File: config.mk
export PLATFORM = sky130hd
export DESIGN_NAME = tetris_game_ctrl
export DESIGN_NICKNAME = d
export VERILOG_FILES = /design/src/rtl/tetris_game_ctrl.sv
export SDC_FILE = /design/constraint.sdc
export NUM_CORES = 1
export LEC_CHECK = 0
export BUFFER_PORTS_ARGS = -buffer_cell sky130_fd_sc_hd__buf_4
export CORE_MARGIN = 4
export CORE_UTILIZATION = 50
export CTS_CLUSTER_SIZE = 16
export DETAILED_ROUTE_END_ITERATION = 7
export GPL_TIMING_DRIVEN = 0
export PLACE_DENSITY = 0.87
export SYNTH_ARGS = -nofsm -noshare
export SYNTH_HDL_FRONTEND = slang
export SYNTH_SLANG_ARGS = --single-unit
File: constraint.sdc
create_clock -name clk -period 2.8 [get_ports clk]
set_clock_uncertainty 0.1 [all_clocks]
set_input_delay 0.84 -clock clk [delete_from_list [all_inputs] [get_ports clk]]
set_output_delay 0.84 -clock clk [all_outputs]
set_load 0.01 [all_outputs]
File: src/rtl/tetris_game_ctrl.sv
// Tetris game sequencer: owns the active piece position/rotation, turns key
// pulses and a gravity tick into candidate moves, checks them through the
// external collision checker, locks pieces, scans for full rows and spawns.
// Optional feature macro: TETRIS_HARD_DROP_EN (down held on two consecutive
// cycles while READY drops the piece until it collides or reaches the floor).
module tetris_game_ctrl #(
    parameter int ROWS     = 20,
    parameter int COLS     = 20,
    parameter int X_W      = 5,
    parameter int Y_W      = 5,
    parameter int SPAWN_X  = 8,
    parameter int DROP_DIV = 50000
) (
    input  logic            clk,
    input  logic            rst,
    input  logic            start_i,
    input  logic            left_i,
    input  logic            right_i,
    input  logic            down_i,
    input  logic            ro_i,
    input  logic            check_ack_i,
    input  logic            collide_i,
    input  logic [ROWS-1:0] row_full_i,
    output logic [X_W-1:0]  pos_x_o,
    output logic [Y_W-1:0]  pos_y_o,
    output logic [1:0]      rot_o,
    output logic [X_W-1:0]  cand_x_o,
    output logic [Y_W-1:0]  cand_y_o,
    output logic [1:0]      cand_rot_o,
    output logic            check_req_o,
    output logic            next_block_o,
    output logic            bg_refresh_o,
    output logic            field_clear_o,
    output logic            clr_en_o,
    output logic [Y_W-1:0]  clr_row_o,
    output logic            score_plus_o,
    output logic [7:0]      lines_o,
    output logic            gameover_o
);

    localparam int CNT_W = (DROP_DIV > 2) ? $clog2(DROP_DIV) : 1;
    localparam logic [CNT_W-1:0] CNT_MAX = CNT_W'(DROP_DIV - 1);
    localparam logic [X_W-1:0]   LAST_X  = X_W'(COLS - 1);
    localparam logic [Y_W-1:0]   LAST_Y  = Y_W'(ROWS - 1);
    localparam logic [X_W-1:0]   SPAWN_COL = X_W'(SPAWN_X);

    typedef enum logic [2:0] {
        S_IDLE, S_SPAWN, S_SPAWN_CHK, S_READY, S_MOVE_CHK, S_LOCK, S_CLEAR, S_OVER
    } state_e;

    typedef enum logic [2:0] {
        MV_ROT, MV_LEFT, MV_RIGHT, MV_DOWN, MV_GRAV
    } move_e;

    state_e           state_q, state_d;
    move_e            mv_q, mv_d;
    logic [X_W-1:0]   pos_x_q, pos_x_d, cand_x_q, cand_x_d;
    logic [Y_W-1:0]   pos_y_q, pos_y_d, cand_y_q, cand_y_d;
    logic [1:0]       rot_q, rot_d, cand_rot_q, cand_rot_d;
    logic             check_req_q, check_req_d;
    logic             next_block_q, next_block_d;
    logic             bg_refresh_q, bg_refresh_d;
    logic             field_clear_q, field_clear_d;
    logic             clr_en_q, clr_en_d;
    logic [Y_W-1:0]   clr_row_q, clr_row_d;
    logic             score_plus_q, score_plus_d;
    logic [7:0]       lines_q, lines_d;
    logic             gameover_q, gameover_d;
    logic [Y_W-1:0]   idx_q, idx_d;
    logic [CNT_W-1:0] grav_cnt_q, grav_cnt_d;
    logic             grav_pend_q, grav_pend_d;
    logic             grav_tick;
    logic             issue;
`ifdef TETRIS_HARD_DROP_EN
    logic             down_q;
    logic             hard_q, hard_d;
`endif

    // Next-state and output decode for the game sequencer.
    // NOTE: every signal written here gets a default first so no latch is inferred.
    always_comb begin
        state_d       = state_q;
        mv_d          = mv_q;
        pos_x_d       = pos_x_q;
        pos_y_d       = pos_y_q;
        rot_d         = rot_q;
        cand_x_d      = cand_x_q;
        cand_y_d      = cand_y_q;
        cand_rot_d    = cand_rot_q;
        check_req_d   = 1'b0;
        next_block_d  = 1'b0;
        bg_refresh_d  = 1'b0;
        field_clear_d = 1'b0;
        clr_en_d      = 1'b0;
        clr_row_d     = clr_row_q;
        score_plus_d  = 1'b0;
        lines_d       = lines_q;
        gameover_d    = gameover_q;
        idx_d         = idx_q;
        grav_cnt_d    = grav_cnt_q;
        grav_pend_d   = grav_pend_q;
        grav_tick     = 1'b0;
        issue         = 1'b0;
`ifdef TETRIS_HARD_DROP_EN
        hard_d        = hard_q;
`endif

        // Gravity only advances while a piece is in play.
        if (state_q == S_READY || state_q == S_MOVE_CHK) begin
            if (grav_cnt_q == CNT_MAX) begin
                grav_cnt_d = '0;
                grav_tick  = 1'b1;
            end else begin
                grav_cnt_d = grav_cnt_q + CNT_W'(1);
            end
        end
        if (grav_tick) grav_pend_d = 1'b1;

        case (state_q)
            S_IDLE, S_OVER: begin
                if (start_i) begin
                    field_clear_d = 1'b1;
                    lines_d       = '0;
                    gameover_d    = 1'b0;
                    // A new game restarts the gravity phase.
                    grav_cnt_d    = '0;
                    grav_pend_d   = 1'b0;
                    state_d       = S_SPAWN;
                end
            end

            S_SPAWN: begin
                next_block_d = 1'b1;
                cand_x_d     = SPAWN_COL;
                cand_y_d     = '0;
                cand_rot_d   = '0;
                check_req_d  = 1'b1;
                state_d      = S_SPAWN_CHK;
            end

            S_SPAWN_CHK: begin
                if (check_ack_i) begin
                    if (collide_i) begin
                        gameover_d = 1'b1;
                        state_d    = S_OVER;
                    end else begin
                        pos_x_d = cand_x_q;
                        pos_y_d = cand_y_q;
                        rot_d   = cand_rot_q;
                        state_d = S_READY;
                    end
                end
            end

            S_READY: begin
                // Priority: ro > left > right > down > pending gravity.
                if (ro_i) begin
                    cand_x_d = pos_x_q; cand_y_d = pos_y_q; cand_rot_d = rot_q + 2'd1;
                    mv_d = MV_ROT; issue = 1'b1;
                end else if (left_i) begin
                    if (pos_x_q != '0) begin
                        cand_x_d = pos_x_q - X_W'(1); cand_y_d = pos_y_q; cand_rot_d = rot_q;
                        mv_d = MV_LEFT; issue = 1'b1;
                    end
                end else if (right_i) begin
                    if (pos_x_q != LAST_X) begin
                        cand_x_d = pos_x_q + X_W'(1); cand_y_d = pos_y_q; cand_rot_d = rot_q;
                        mv_d = MV_RIGHT; issue = 1'b1;
                    end
                end else if (down_i) begin
                    if (pos_y_q == LAST_Y) begin
                        state_d = S_LOCK;
                    end else begin
                        cand_x_d = pos_x_q; cand_y_d = pos_y_q + Y_W'(1); cand_rot_d = rot_q;
                        mv_d = MV_DOWN; issue = 1'b1;
`ifdef TETRIS_HARD_DROP_EN
                        hard_d = down_q;
`endif
                    end
                end else if (grav_pend_q) begin
                    if (pos_y_q == LAST_Y) begin
                        grav_pend_d = grav_tick;
                        state_d     = S_LOCK;
                    end else begin
                        cand_x_d = pos_x_q; cand_y_d = pos_y_q + Y_W'(1); cand_rot_d = rot_q;
                        mv_d = MV_GRAV; issue = 1'b1;
                    end
                end
                if (issue) begin
                    check_req_d = 1'b1;
                    state_d     = S_MOVE_CHK;
                end
            end

            S_MOVE_CHK: begin
                if (check_ack_i) begin
`ifdef TETRIS_HARD_DROP_EN
                    if (hard_q) begin
                        if (collide_i) begin
                            hard_d  = 1'b0;
                            state_d = S_LOCK;
                        end else begin
                            pos_y_d = cand_y_q;
                            if (cand_y_q == LAST_Y) begin
                                hard_d  = 1'b0;
                                state_d = S_LOCK;
                            end else begin
                                cand_y_d    = cand_y_q + Y_W'(1);
                                check_req_d = 1'b1;
                            end
                        end
                    end else
`endif
                    begin
                        if (!collide_i) begin
                            pos_x_d = cand_x_q;
                            pos_y_d = cand_y_q;
                            rot_d   = cand_rot_q;
                            state_d = S_READY;
                        end else if (mv_q == MV_DOWN || mv_q == MV_GRAV) begin
                            state_d = S_LOCK;
                        end else begin
                            state_d = S_READY;
                        end
                        // A tick landing on the resolve cycle stays pending.
                        if (mv_q == MV_GRAV) grav_pend_d = grav_tick;
                    end
                end
            end

            S_LOCK: begin
                bg_refresh_d = 1'b1;
                idx_d        = LAST_Y;
                state_d      = S_CLEAR;
            end

            S_CLEAR: begin
                // A cleared row is re-examined because the rows above shift into it.
                if (row_full_i[idx_q]) begin
                    clr_en_d     = 1'b1;
                    clr_row_d    = idx_q;
                    score_plus_d = 1'b1;
                    if (lines_q != 8'hFF) lines_d = lines_q + 8'd1;
                end else if (idx_q == '0) begin
                    state_d = S_SPAWN;
                end else begin
                    idx_d = idx_q - Y_W'(1);
                end
            end

            default: state_d = S_IDLE;
        endcase
    end

    // State and output registers; reset clears every output and the gravity timer.
    // NOTE: sequential state uses non-blocking assignments so all registers update together.
    always_ff @(posedge clk or posedge rst) begin
        if (rst) begin
            state_q       <= S_IDLE;
            mv_q          <= MV_ROT;
            pos_x_q       <= '0;
            pos_y_q       <= '0;
            rot_q         <= '0;
            cand_x_q      <= '0;
            cand_y_q      <= '0;
            cand_rot_q    <= '0;
            check_req_q   <= 1'b0;
            next_block_q  <= 1'b0;
            bg_refresh_q  <= 1'b0;
            field_clear_q <= 1'b0;
            clr_en_q      <= 1'b0;
            clr_row_q     <= '0;
            score_plus_q  <= 1'b0;
            lines_q       <= '0;
            gameover_q    <= 1'b0;
            idx_q         <= '0;
            grav_cnt_q    <= '0;
            grav_pend_q   <= 1'b0;
`ifdef TETRIS_HARD_DROP_EN
            down_q        <= 1'b0;
            hard_q        <= 1'b0;
`endif
        end else begin
            state_q       <= state_d;
            mv_q          <= mv_d;
            pos_x_q       <= pos_x_d;
            pos_y_q       <= pos_y_d;
            rot_q         <= rot_d;
            cand_x_q      <= cand_x_d;
            cand_y_q      <= cand_y_d;
            cand_rot_q    <= cand_rot_d;
            check_req_q   <= check_req_d;
            next_block_q  <= next_block_d;
            bg_refresh_q  <= bg_refresh_d;
            field_clear_q <= field_clear_d;
            clr_en_q      <= clr_en_d;
            clr_row_q     <= clr_row_d;
            score_plus_q  <= score_plus_d;
            lines_q       <= lines_d;
            gameover_q    <= gameover_d;
            idx_q         <= idx_d;
            grav_cnt_q    <= grav_cnt_d;
            grav_pend_q   <= grav_pend_d;
`ifdef TETRIS_HARD_DROP_EN
            down_q        <= down_i;
            hard_q        <= hard_d;
`endif
        end
    end

    assign pos_x_o       = pos_x_q;
    assign pos_y_o       = pos_y_q;
    assign rot_o         = rot_q;
    assign cand_x_o      = cand_x_q;
    assign cand_y_o      = cand_y_q;
    assign cand_rot_o    = cand_rot_q;
    assign check_req_o   = check_req_q;
    assign next_block_o  = next_block_q;
    assign bg_refresh_o  = bg_refresh_q;
    assign field_clear_o = field_clear_q;
    assign clr_en_o      = clr_en_q;
    assign clr_row_o     = clr_row_q;
    assign score_plus_o  = score_plus_q;
    assign lines_o       = lines_q;
    assign gameover_o    = gameover_q;

endmodule

==> impl_metrics.toml, run 1 <==
[run_status]
outcome = "completed"

[cells_and_area]
post-route-util_pct = 62.66
nNetsFinal = 521
syn2layout_area_growth_pct = 22.61
final_cell_mix = "73 x buf_4, 70 x dfrtp_1, 36 x nor2_1"
diodes = 0
fillCellCount = 617
design_area_mm2 = 0.004817
drive_gt1_share_pct = 26.99
layout_commonest_cell = "buf_4"
instances_no_fill = 591

[logic_synthesis]
synth_mux_area_share_pct = 9.204
ys_seq_area_share_pct = 45.22
netlist_instances = 402
synth_top_family_by_area = "simple AND/OR/NAND/NOR gates"
synthSimpleGateAreaFrac_pct = 20.13
synthXorXnorAreaFrac_pct = 5.127
synth_cell_type_count = 64
synth.net_count = 439
ys_ff_latch = 71
postSynth.asyncResetShare_pct = 100.0
synth_edf_count = 0
synth_flop_cell = "dfrtp_1"
syn_area_mm2 = 0.003929
syn_area_per_cell_um2 = 9.773
yosys_warnings = 0
synth-compound-area-share_pct = 12.64
synth_fa_ha_area_share_pct = 2.548

[timing]
fmax_mhz = 369.9
slew_viol_final = 0
finalHoldViolCount = 0
min_period_ps = 2704
fin_hold_ws_ps = 415.3
final.setup.tns_ps = 0
min_period_over_period_pct = 96.56
setup_violations = 0
relSlewSlack_pct = 41.62
rsz0062_at_grt = "false"
tightestPinTransition_ps = 875.8

[die]
coreArea_mm2 = 0.007687
rows = 32
dieArea_mm2 = 0.009339
start_util_pct = 51.11
die_h_um = 96.64
pin_count = 73
die_w_um = 96.64

[power]
p_leak_nw = 2.239
ir_drop_mv = 0.5720
p_per_area_mw_per_mm2 = 895.3

[global_route]
grt_pass1_wl_um = 16400
grt_max_degree = 72
grtUsageTotal_pct = 20.96
grt_pass1_vias = 3395
antenna_found_initial = 0
globalRouteOverflowTotal = 0

[placed_design]
io_buffers = 71
routabilityCongestion = 0.9386
dp.cells = 575
dp_hpwl_um = 6716
place_area_mm2 = 0.004592

[hold_path]
hp-class = "flop to flop"
hp-start = "clr_row_o[0]"
worstHoldEndpoint = "clr_row_o[0]"
min_delay_path_depth = 1

[critical_path]
cp_slowest_cell = "or4b_2"
worstPathRequired_ps = 2930
r2r-start = "pos_x_o[1]"
r2r-end = "cand_y_o[1]"
slowest_delay_ps = 600
startpoint_type = "flop"
crit_fanout = 10
startpoint = "pos_x_o[1]"
path_class = "flop to flop"
r2r_cells = 10
crit_path_end_kind = "flop"
regToRegSetupSlack_ps = 100
crit_arrival_ps = 2840
path_cells = "inv_1 -> ha_1 -> or4b_2 -> a21oi_2 -> a211oi_1 -> or2_1 -> clkbuf_1 -> buf_2 -> nand3_1 -> o21ai_0"

[clock_tree]
ctsHoldBuffers = 0
cts_tree = "yes"
clock_latency_ps = 360
htreeDepth = 3
postCtsSetupRepairBufs = 0
cts_buffer_depth = 2
numCtsBuffers = 9
cts_resized = 1
clk_pin_slew_ps = 80
cts_root_buf = "clkbuf_8"
clock-sinks = 71

[routing]
vias_per_cell = 5.819
highest-signal-layer = "met4"
wl_met1_um = 4089
final_antenna_net_count = 0
drtIter0Drc = 238
dr.pass1.iters = 5
route.met2.wl_um = 4614
routed_wl_um = 9561
via_count = 3439
wl_met3_um = 656
drt-wirelength-per-cell_um = 16.18
drc = 0

[flow_run]
maxCapViolations = 0
## per-layer routing
metal	track usage, %	vias up
met5	0	-
met4	7.883	0
li1	-	1602
met3	4.686	26
met1	27.81	1661
met2	33.60	150
## cell families after synthesis
group | Yosys count
AOI/OAI and AO/OA | 77
xor gates and xnor gates | 23
adders and majority gates | 8
buffers and inverters | 44
DFF | 71
muxes | 29
and+or+nand+nor | 150
## worst max path at each step
stage | depth (start not counted) | to
after floorplan | 1 | bg_refresh_o
after global placement | 2 | clr_row_o[3]
after detailed placement | 9 | cand_y_o[1]
after CTS | 10 | cand_y_o[1]
after global routing | 10 | cand_y_o[4]
final | 10 | cand_y_o[1]
## synth_stat cells, types with 10 or more instances
library cell	number	area share [%]
dfrtp_1	71	45
nor2_1	36	3.4
nand2_1	29	2.8
o21ai_0	24	3.1
inv_1	23	2.2
nand3_1	22	2.8
mux2_2	18	5.2
a21oi_1	15	1.9
xnor2_1	13	2.9
clkbuf_1	12	1.1
xor2_1	10	2.2
## metrics by stage
step                      power (mW)  setup slack, ps
after CTS                      4.307            42.79
after global routing           4.597            10.73
after detailed placement       3.384           -433.1
after floorplan                2.755            58.07
after global placement         3.302           -761.1
final                          4.313            96.30
## state kept, by name (all words and copies together), names as in the netlist, 2 cells and up
register and cells:
grav_cnt_q 16, lines_o 8, cand_x_o 5, cand_y_o 5, clr_row_o 5, idx_q 5
pos_x_o 5, pos_y_o 5, mv_q 3, state_q 3, cand_rot_o 2, rot_o 2
## power by group
part	total [mW]	internal, mW	switching [mW]	leakage (nW)
Clock	0.901	0.499	0.402	0.102
Combinational	1.89	0.837	1.05	1.19
Sequential	1.52	1.27	0.248	0.944
Total	4.31	2.61	1.70	2.24
## area by class of cell
class                      instances  area (µm²)  share of cell area (%)
inverter                          23       88.84                   1.844
clock buffer                      10       127.6                   2.649
buffer                            21       117.6                   2.442
sequential                        71        1778                   36.91
tap                              102       127.6                   2.649
multi-input combinational        287        1959                   40.68
clock inverter                     6       85.08                   1.766
timing repair buffer              71       533.0                   11.06
## critical path, delay by kind of cell (launching register included)
kind	cells	cell delay [ps]
and+or+nand+nor	3	940
buffers and inverters	3	520
DFF	1	450
AOI/OAI and AO/OA	3	430
adders and majority gates	1	150
No activity file was read; power rests on OpenSTA's default activity.
==> inputs of run 2 (changes only) <==
Settings changed: ABC_CLOCK_PERIOD_IN_PS set to 2800, RECOVER_POWER set to 25, REMOVE_ABC_BUFFERS set to 1.
==> impl_metrics.toml, run 2 (synthesis results as in run 1) <==
[clock_tree]
clock_latency_ps = 350
clk_pin_slew_ps = 80
htreeDepth = 3
cts_root_buf = "clkbuf_8"
clock-sinks = 71
cts_tree = "yes"
numCtsBuffers = 9
cts_buffer_depth = 2

[power]
fin_total_pwr_mw = 4.028
p_leak_nw = 2.160
ir_drop_mv = 0.3532
p_per_area_mw_per_mm2 = 858.8

[flow_run]
maxCapViolations = 0

[critical_path]
path_cells = "buf_4 -> mux4_1 -> and2b_4 -> o31a_1 -> a21oi_4 -> or2_2 -> a211o_1"
worstPathRequired_ps = 2940
startpoint_type = "input pin"
crit_path_end_kind = "flop"
r2r_cells = 7
path_class = "input pin to flop"
crit_arrival_ps = 2780
regToRegSetupSlack_ps = 160
cp_slowest_cell = "mux4_1"
crit_fanout = 18
r2r-start = "pos_x_o[0]"
r2r-end = "cand_y_o[2]"
slowest_delay_ps = 490

[routing]
routed_wl_um = 9091
dr.pass1.iters = 4
drt-wirelength-per-cell_um = 15.92
via_count = 3283
vias_per_cell = 5.750
drtIter0Drc = 153
final_antenna_net_count = 0
drc = 0

[global_route]
grtUsageTotal_pct = 19.32
globalRouteOverflowTotal = 0
grt_pass1_vias = 3186
antenna_found_initial = 0
grt_max_degree = 72
grt_pass1_wl_um = 15170

[cells_and_area]
largest_reg_flops = 16
syn2layout_area_growth_pct = 19.36
drive_gt1_share_pct = 27.51
layout_commonest_cell = "buf_4"
regMostFlops = "grav_cnt_q"
nNetsFinal = 501
design_area_mm2 = 0.004690
diodes = 0
fillCellCount = 617
final_cell_mix = "71 x buf_4, 67 x dfrtp_1, 36 x nor2_1"

[die]
die_w_um = 96.64
coreArea_mm2 = 0.007687
die_h_um = 96.64
start_util_pct = 51.11
pin_count = 73
dieArea_mm2 = 0.009339
rows = 32

[timing]
fin_hold_ws_ps = 408.4
min_period_over_period_pct = 94.36
rsz0062_at_grt = "false"
slew_viol_final = 0
fmax_mhz = 378.5
relSlewSlack_pct = 3.018
tightestPinTransition_ps = 1453
min_period_ps = 2642
setup_violations = 0
finalHoldViolCount = 0

[run_status]
outcome = "completed"

[placed_design]
routabilityCongestion = 0.9010
dp_hpwl_um = 6331
io_buffers = 72
place_area_mm2 = 0.004484

[hold_path]
hp-class = "flop to flop"
hp-start = "clr_row_o[2]"
min_delay_path_depth = 1
worstHoldEndpoint = "clr_row_o[2]"
[run 2: cell types whose count changed in the layout (fill, tap and decap cells not counted), sizes merged]
cell	before	now
buf	79	71
bufinv	2	0
clkbuf	23	12
clkinvlp	2	3
[run 2: power by group]
group          total (mW)  internal (mW)  switching, mW
logic                1.62          0.742          0.874
registers            1.65           1.28          0.370
clock network       0.765          0.366          0.399
total                4.03           2.38           1.64
[run 2: final cells by class]
| class | instances | area (µm²) | share of cell area, % |
|---|---|---|---|
| Tap cell | 102 | 127.6 | 2.721 |
| Clock inverter | 5 | 32.53 | 0.6937 |
| Sequential cell | 71 | 1782 | 37.99 |
| Timing Repair Buffer | 72 | 540.5 | 11.53 |
| Clock buffer | 11 | 151.4 | 3.228 |
| Multi-Input combinational cell | 287 | 1969 | 42.00 |
| Inverter | 23 | 86.33 | 1.841 |
[run 2: how the worst max path moves through the flow]
stage,startpoint,end,slack (ps),cells after the start
after floorplan,rst,bg_refresh_o,60,1
after global placement,rst,cand_rot_o[1],-710,2
after detailed placement,left_i,cand_y_o[2],-570,6
after CTS,idx_q[0],state_q[2],40,6
after global routing,pos_x_o[0],cand_y_o[2],50,7
final,row_full_i[7],state_q[2],160,7
[run 2: metrics by stage]
stage | setup TNS, ps | setup slack, ps | util (%) | cells
detailed placement | -11120 | -565.7 | 58.33 | 555
global placement | -57730 | -707.5 | 58.30 | 555
CTS | 0 | 35.36 | 60.82 | 571
floorplan | 0 | 57.64 | - | 381
finish | 0 | 157.8 | 61.00 | 571
global route | 0 | 54.29 | 61.00 | 571
[run 2: repair_timing]
action / CTS / global route
hold buffers: 0 / 0
endpoints found under the setup margin: 27 / 35
setup buffers: 0 / 0
pin swaps: 0 / 0
hold endpoints to repair: 0 / 0
resized for setup: 4 / 6
[run 2: metal layers]
metal | wire length (µm) | global-route usage (%) | vias up | part of all wire [%]
li1 | - | - | 1564 | -
met1 | 3945 | 25.45 | 1607 | 43
met2 | 4494 | 30.89 | 98 | 49
met3 | 489 | 4.470 | 14 | 5.4
met4 | 161 | 7.667 | 0 | 1.8
met5 | 0 | 0 | - | 0
[run 2: critical path: cells and delay by family]
| family | cells | cell delay [ps] |
|---|---|---|
| AO/OA/AOI/OAI | 3 | 710 |
| AND/OR/NAND/NOR | 2 | 640 |
| buffers and inverters | 1 | 100 |
| multiplexers | 1 | 490 |
==> inputs of run 3 (changes only) <==
Settings changed: CTS_CLUSTER_DIAMETER set to 80, RECOVER_POWER 25 to unset.
==> impl_metrics.toml, run 3 (synthesis results as in run 1) <==
[run_status]
outcome = "completed"

[power]
p_per_area_mw_per_mm2 = 858.7
p_int_mw = 2.385
pwr-share-seq_pct = 40.9
p_switching_mw = 1.644
p_leak_nw = 2.161
p_clk_share_pct = 19.0
swShare_pct = 40.80
p_comb_share_pct = 40.2
ir_drop_mv = 0.3532

[timing]
slew_viol_final = 0
rsz0062_at_grt = "false"
finalHoldViolCount = 0
fmax_mhz = 378.2
tightestPinTransition_ps = 855.5
worst_slack_ps = 155.6
min_period_over_period_pct = 94.44
min_period_ps = 2644
final.setup.tns_ps = 0
relSlewSlack_pct = 42.97
setup_violations = 0

[clock_tree]
cts_tree = "yes"
cts_buffer_depth = 2
numCtsBuffers = 9
cts_root_buf = "clkbuf_8"
postCtsSetupRepairBufs = 0
clock-sinks = 71
clock_latency_ps = 350
htreeDepth = 3
ctsHoldBuffers = 0
clk_pin_slew_ps = 80

[die]
dieArea_mm2 = 0.009339
die_w_um = 96.64
rows = 32
pin_count = 73
die_h_um = 96.64
start_util_pct = 51.11
coreArea_mm2 = 0.007687

[cells_and_area]
post-route-util_pct = 61.04
largest_reg_flops = 16
regMostFlops = "grav_cnt_q"
register_area_mm2 = 0.001782
diodes = 0
layout_commonest_cell = "buf_4"
design_area_mm2 = 0.004692
drive_gt1_share_pct = 27.51
fillCellCount = 616
nNetsFinal = 501
syn2layout_area_growth_pct = 19.43
multiInputGateArea_mm2 = 0.001969
final_cell_mix = "72 x buf_4, 67 x dfrtp_1, 36 x nor2_1"

[critical_path]
cp_num_buf_inv = 1
crit_arrival_ps = 2780
crit_family = "compound AO/OA/AOI/OAI gates"
path_class = "input pin to flop"
startpoint_type = "input pin"
startpoint = "row_full_i[7]"
path_cells = "buf_4 -> mux4_1 -> and2b_4 -> o31a_1 -> a21oi_4 -> or2_2 -> a211o_1"
cp_slowest_cell = "mux4_1"
worstPathRequired_ps = 2940
slowest_delay_ps = 490
r2r-end = "cand_y_o[2]"
crit_path_end_kind = "flop"
r2r-start = "pos_x_o[0]"
crit_fanout = 18
r2r_cells = 7
regToRegSetupSlack_ps = 160

[placed_design]
place_area_mm2 = 0.004484
routabilityCongestion = 0.9010
io_buffers = 72
pre_cts_slack_ps = -565.7
dp_hpwl_um = 6331

[global_route]
grt_pass1_wl_um = 15170
grtUsageTotal_pct = 19.32
grt_max_degree = 72
grt_pass1_vias = 3186
antenna_found_initial = 0
globalRouteOverflowTotal = 0

[flow_run]
maxCapViolations = 0

[routing]
dr.pass1.iters = 4
routed_wl_um = 9099
drtIter0Drc = 154
vias_per_cell = 5.772
final_antenna_net_count = 0
via_count = 3296
drt-wirelength-per-cell_um = 15.94
drc = 0

[hold_path]
min_delay_path_depth = 1
worstHoldEndpoint = "clr_row_o[2]"
hp-start = "clr_row_o[2]"
hp-class = "flop to flop"
==> run 3: cell types whose count changed in the layout (fill, tap and decap cells not counted) <==
cell,change
buf_4,+1
clkbuf_4,-1
inv_4,+1
inv_2,-1
==> run 3: final cells by class <==
class | count | share of cell area, %
clock buffers | 11 | 3.227
clock inverters | 5 | 0.6933
inverters | 23 | 1.893
multi-input cells | 287 | 41.97
flip-flops and latches | 71 | 37.97
well taps | 102 | 2.720
repair buffers | 72 | 11.52
==> run 3: layer usage <==
metal	share of wire [%]	track usage, %	vias up	routed length (µm)
li1	-	-	1566	-
met1	43	25.45	1616	3918
met2	50	30.89	102	4531
met3	5.5	4.470	12	501
met4	1.6	7.667	0	148
met5	0	0	-	0
==> run 3: what timing repair did <==
item,CTS,global route
resized for setup,4,6
pin swaps,0,0
endpoints found under the setup margin,27,35
==> run 3: power by group through the flow <==
stage	Combinational, mW	Clock [mW]	Sequential [mW]
after global placement	1.51	0	1.63
after floorplan	0.981	0	1.64
final	1.62	0.764	1.65
after global routing	1.78	0.827	1.69
after detailed placement	1.58	0	1.65
after CTS	1.60	0.778	1.64
==> run 3: through the flow <==
step,instances,power (mW),hold WS [ps]
2_1_floorplan,381,2.618,370.1
3_3_place_gp,555,3.139,392.2
3_5_place_dp,555,3.232,396.7
4_1_cts,571,4.012,414.4
5_1_grt,571,4.295,438.9
6_report,571,4.029,408.4
==> run 3: worst max path at each step <==
stage                    endpoint  slack, ps  cells past startpoint
CTS                    state_q[2]         40                      6
floorplan            bg_refresh_o         60                      1
finish                 state_q[2]        160                      7
detailed placement    cand_y_o[2]       -570                      6
global placement    cand_rot_o[1]       -710                      2
global route          cand_y_o[2]         50                      7
